==> config.mk <==
export PLATFORM = sky130hd
export DESIGN_NAME = imem_loader
export DESIGN_NICKNAME = d
export VERILOG_FILES = /design/src/rtl/imem_loader.sv
export SDC_FILE = /design/constraint.sdc
export NUM_CORES = 1
export LEC_CHECK = 0
export CORE_MARGIN = 3
export CORE_UTILIZATION = 24
export CTS_CLUSTER_SIZE = 12
export DETAILED_ROUTE_END_ITERATION = 10
export PLACE_DENSITY = 0.52
export SYNTH_ARGS = -nofsm -noshare
export SYNTH_HDL_FRONTEND = slang
export SYNTH_SLANG_ARGS = --single-unit
export TNS_END_PERCENT = 1
==> constraint.sdc <==
create_clock -name clk -period 4.6 [get_ports clk]
set_input_delay 0.69 -clock clk [delete_from_list [all_inputs] [get_ports clk]]
set_output_delay 0.69 -clock clk [all_outputs]
set_load 0.01 [all_outputs]
==> src/rtl/imem_loader.sv <==
// Boot-time instruction-memory loader: length-prefixed byte stream -> 32-bit imem writes.
// Optional trailing XOR checksum byte enabled by defining IMEM_LOADER_CHECKSUM_EN.
module imem_loader #(
    parameter int ADDR_WIDTH = 8
) (
    input  logic        clk,
    input  logic        reset,
    input  logic        start,
    input  logic        byte_valid,
    input  logic [7:0]  byte_data,
    output logic        byte_ready,
    output logic        imem_we,
    output logic [31:0] imem_addr,
    output logic [31:0] imem_wd,
    output logic        core_reset,
    output logic        busy,
    output logic        done,
    output logic        err,
    output logic [15:0] word_count
);

    typedef enum logic [2:0] {
        IDLE   = 3'd0,
        LEN_LO = 3'd1,
        LEN_HI = 3'd2,
        DATA   = 3'd3,
        WRITE  = 3'd4,
`ifdef IMEM_LOADER_CHECKSUM_EN
        CHK    = 3'd5,
`endif
        DONE   = 3'd6,
        ERR    = 3'd7
    } state_t;

`ifdef IMEM_LOADER_CHECKSUM_EN
    localparam state_t END_ST = CHK;
`else
    localparam state_t END_ST = DONE;
`endif

    localparam logic [16:0] CAPACITY = 17'd1 << ADDR_WIDTH;

    state_t                state, state_n;
    logic [ADDR_WIDTH:0]   idx;
    logic [1:0]            lane;
    logic [15:0]           len_q;
    logic [31:0]           wd_q;
    logic                  xfer;
    logic [16:0]           idx_inc;
    logic [15:0]           len_n;
`ifdef IMEM_LOADER_CHECKSUM_EN
    logic [7:0]            csum;
`endif

    assign xfer    = byte_valid && byte_ready;
    // index is one bit wider than the address so N = capacity compares without wrapping
    assign idx_inc = 17'(idx) + 17'd1;
    assign len_n   = {byte_data, len_q[7:0]};

    always_ff @(posedge clk) begin
        if (reset) state <= IDLE;
        else       state <= state_n;
    end

    always_comb begin
        state_n = state;
        case (state)
            IDLE, DONE, ERR: if (start) state_n = LEN_LO;
            LEN_LO:          if (xfer) state_n = LEN_HI;
            LEN_HI: begin
                if (xfer) begin
                    if (len_n == 16'd0)               state_n = END_ST;
                    else if ({1'b0, len_n} > CAPACITY) state_n = ERR;
                    else                               state_n = DATA;
                end
            end
            DATA:            if (xfer && lane == 2'd3) state_n = WRITE;
            WRITE:           state_n = (idx_inc == {1'b0, len_q}) ? END_ST : DATA;
`ifdef IMEM_LOADER_CHECKSUM_EN
            CHK:             if (xfer) state_n = (byte_data == csum) ? DONE : ERR;
`endif
            default:         state_n = IDLE;
        endcase
    end

    always_ff @(posedge clk) begin
        if (reset) begin
            idx   <= '0;
            lane  <= '0;
            len_q <= '0;
            wd_q  <= '0;
`ifdef IMEM_LOADER_CHECKSUM_EN
            csum  <= '0;
`endif
        end else begin
            case (state)
                IDLE, DONE, ERR: begin
                    if (start) begin
                        idx  <= '0;
                        lane <= '0;
`ifdef IMEM_LOADER_CHECKSUM_EN
                        csum <= '0;
`endif
                    end
                end
                LEN_LO: if (xfer) len_q[7:0]  <= byte_data;
                LEN_HI: if (xfer) len_q[15:8] <= byte_data;
                DATA: begin
                    if (xfer) begin
                        wd_q[{lane, 3'b000} +: 8] <= byte_data;
                        lane                      <= lane + 2'd1;
`ifdef IMEM_LOADER_CHECKSUM_EN
                        csum                      <= csum ^ byte_data;
`endif
                    end
                end
                WRITE:   idx <= idx_inc[ADDR_WIDTH:0];
                default: ;
            endcase
        end
    end

    // every output is a register or a decode of the registered state
    always_comb begin
        byte_ready = 1'b0;
        imem_we    = 1'b0;
        busy       = 1'b0;
        done       = 1'b0;
        err        = 1'b0;
        core_reset = 1'b1;
        case (state)
            LEN_LO, LEN_HI, DATA: begin
                byte_ready = 1'b1;
                busy       = 1'b1;
            end
            WRITE: begin
                imem_we = 1'b1;
                busy    = 1'b1;
            end
`ifdef IMEM_LOADER_CHECKSUM_EN
            CHK: begin
                byte_ready = 1'b1;
                busy       = 1'b1;
            end
`endif
            DONE: begin
                done       = 1'b1;
                core_reset = 1'b0;
            end
            ERR:     err = 1'b1;
            default: ;
        endcase
    end

    assign imem_addr  = 32'({idx, 2'b00});
    assign imem_wd    = wd_q;
    assign word_count = len_q;

endmodule

==> summary.md <==
| Metric | Value |
|---|---|
| Final Hold Violating Endpoints | 0 |
| Number of synthesized flops with an enable pin | 0 |
| Unique masters post-synth | 49 |
| GRT Overall Usage | 0.131 |
| Post-route antenna net violation count | 0 |
| NumNets Final | 478 |
| Skew final | 8.68 ps |
| TritonCTS buffer count | 9 |
| Synth Register Bits | 62 |
| Die ar. | 14400 um^2 |
| CTS Sinks | 62 |
| CTS tree | done |
| Clk slew on worst S/H paths | 60 ps |
| Post-layout minimum cycle time | 2900 ps |
| Max VDD drop | 0.217 mV |
| Startpoint Class | flip-flop |
| Drt via density | 4.52 |
| Worst stage delay on the critical path | 580 ps |
| Die height | 120 um |
| Internal power | 1130 uW |
| Crit path DAT | 2210 ps |
| Clock Latency Late Sink | 320 ps |
| Avg Inst Size Synth | 7.92 um^2 |
| Net Sw Frac | 0.328 |
| Placed cell areas | 3900 um^2 |
| Area growth from synthesis to layout | 33.6% |
| Worst Tran Pin Value | 1160 ps |
| CORE AREA | 12700 um^2 |
| Critical Path Fanout Max | 13 |
| Hold Slack | 452 ps |
| Hpwl dp | 6690 um |
| Setup CP Type | reg -> out |
| Worst Setup End Kind | output port |
| Port-buffer cells | 74 |
| H-Tree Depth | 3 |
| RSZ-0062 raised after global routing | false |
| Drt first pass iters | 4 |
| Vias | 2880 |
| GRT Max-Usage Layer | met2 |
| Part of the power in registers | 0.380 |
| Layout cells sized above 1 | 0.0645 |
| Max-cap violations | 0 |
| CP Data Required Time | 3910 ps |
| Layout Cells excl Fill | 637 |
| CTS resizes | 0 |
| Clock share of power | 0.367 |
| Leak | 0.00143 uW |
| Final Setup Violations | 0 |
| Largest net degree at the start of global routing | 64 |
| Top cells by count, synth | nand2_1, dfxtp_1, a21oi_1 |
| Crit share post-route | 0.630 |
| Post-placement cell count | 621 |
| CTS Hold Bufs | 0 |
| Synth Instances | 394 |
| Post-synthesis sequential area ratio | 0.398 |
| Top post-synthesis cells by area | dfxtp_1, a21oi_1, nand2_1 |
| ANT cells | 0 |
| Worst path buffer plus inverter count | 2 |
| GP Congestion | 0.811 |
| Initial antenna violation count | 0 |
| Deepest clock path buffer count | 2 |
| Switch Pwr | 552 uW |
| Post-route cell area | 4170 um^2 |
| Synth top area share | 0.398 |
| Vias in the first global route | 2813 |
| Most used DFF post-synth | dfxtp_1 |
| Drt total wl | 9340 um |
| Part of the power in combinational logic | 0.253 |
| Row cnt | 41 |
| Post-Synthesis Cell Area | 3120 um^2 |
| Met3 Use GR | 0.0476 |
| Ports | 98 |
| Power per cell area | 403 nW/um^2 |
| Drt drc | 0 |
| Top-count cell post-synth | nand2_1 |
| Outcome | finished, final reports clean |
| Fmax | 345 MHz |
| Total Neg Setup Slack | 0 ps |
| Initial Utilization | 0.246 |
| Final Max Tran Viols | 0 |
| Met1 capacity usage during global routing | 0.167 |
| CP cell instances | nor2_2 -> nand2_1 -> inv_1 -> clkdlybuf4s50_1 |
| CP max stage cell | clkdlybuf4s50_1 |
| Synth async-reset ratio | 0 |
| Root buf cell | clkbuf_16 |
| Yosys warning count | 0 |
| Postcts setup bufs | 0 |
| Global-route wire length before repair | 15000 um |
| Worst Hold Class | reg -> reg |
| Wire length per cell | 14.7 um |
| Rel. slew slack | 0.228 |
| Drt first-iter violations | 215 |
| Crit path max-delay family | buffers and inverters |
| Top cell type by total area after synthesis | dfxtp_1 |
| Chip Width | 120 um |
| Met2 usage | 0.211 |
| Utilization after layout | 0.329 |
| Grt total ovfl | 0 |
-- area by class of cell --
type	count	area (um^2)
Clock buffer	11	233
Clock inverter	5	35.0
Fill cell	1378	8500
Inverter	11	41.3
Multi-Input combinational cell	302	1670
Sequential cell	62	1240
Tap cell	172	215
Timing Repair Buffer	74	736
-- path summary, 6_finish.rpt --
check	cells past startpoint	startpoint	slack, ps	endpoint
worst max-delay path	4	state[0]	1700	imem_we
worst min-delay path	2	imem_wd[23]	450	imem_wd[23]
worst max register to register	7	idx[0]	2360	state[0]
worst min register to register	2	imem_wd[23]	450	imem_wd[23]
-- worst min-delay path, stage by stage (launching register included) --
cell and delay [ps]:
dfxtp_1 310, nand2_1 50, a21oi_1 50
-- registers in the layout (all words and copies together) (netlist names) --
signal      count
idx             9
imem_wd        32
lane            2
state           3
word_count     16
-- per-stage QoR --
| step | power (uW) | setup WS [ps] |
|---|---|---|
| after floorplan | 931 | 2710 |
| after global placement | 1070 | 2100 |
| after detailed placement | 1080 | 2030 |
| after CTS | 1700 | 1680 |
| after global routing | 1780 | 1530 |
| final | 1680 | 1700 |
-- logic make-up (layout without fill, tap and decap cells) --
kind of cell / Yosys count / after routing / synth area share
buffers and inverters: 52 / 101 / 0.0938
other: 1 / 23 / 0.00120
adders and majority gates: 6 / 6 / 0.0241
DFF: 62 / 62 / 0.398
AOI/OAI and AO/OA: 81 / 81 / 0.151
and+or+nand+nor: 169 / 169 / 0.264
xor gates and xnor gates: 14 / 14 / 0.0393
muxes: 9 / 9 / 0.0289
-- placed cells by master, fill, tap and decap left out, types with 2 or more instances in the layout --
cell	synthesis	layout
nand3b_1	2	2
inv_1	10	10
dfxtp_1	62	62
and3_1	2	2
nand3_2	2	2
nor3b_1	3	3
a31oi_1	4	4
clkdlybuf4s50_1	0	73
clkbuf_16	0	9
o31ai_1	2	2
xnor2_1	10	10
nand4_1	2	2
nor3_1	7	7
nor4_1	6	6
ha_1	6	6
nand2_1	64	64
nor3_2	2	2
clkbuf_1	9	2
o22ai_1	2	2
a21oi_1	54	54
conb_1	1	23
nor2_1	29	29
nor2_2	2	2
xor2_1	4	4
and2_1	4	4
nor3_4	2	2
nand3_1	35	35
o21ai_0	8	8
clkinv_2	0	2
mux2i_1	9	9
-- metal layers --
metal  share of wire  routed length, um
met2            0.47               4420
met3           0.072                669
met4          0.0026                 24
met1            0.45               4220
met5               0                  0
-- power groups by stage --
stage / clock, uW / sequential, uW / combinational, uW
floorplan: 0 / 622 / 309
global placement: 0 / 647 / 424
detailed placement: 0 / 650 / 426
CTS: 633 / 638 / 431
global route: 659 / 647 / 474
finish: 616 / 639 / 425
Power figures use the tool's default switching activity.
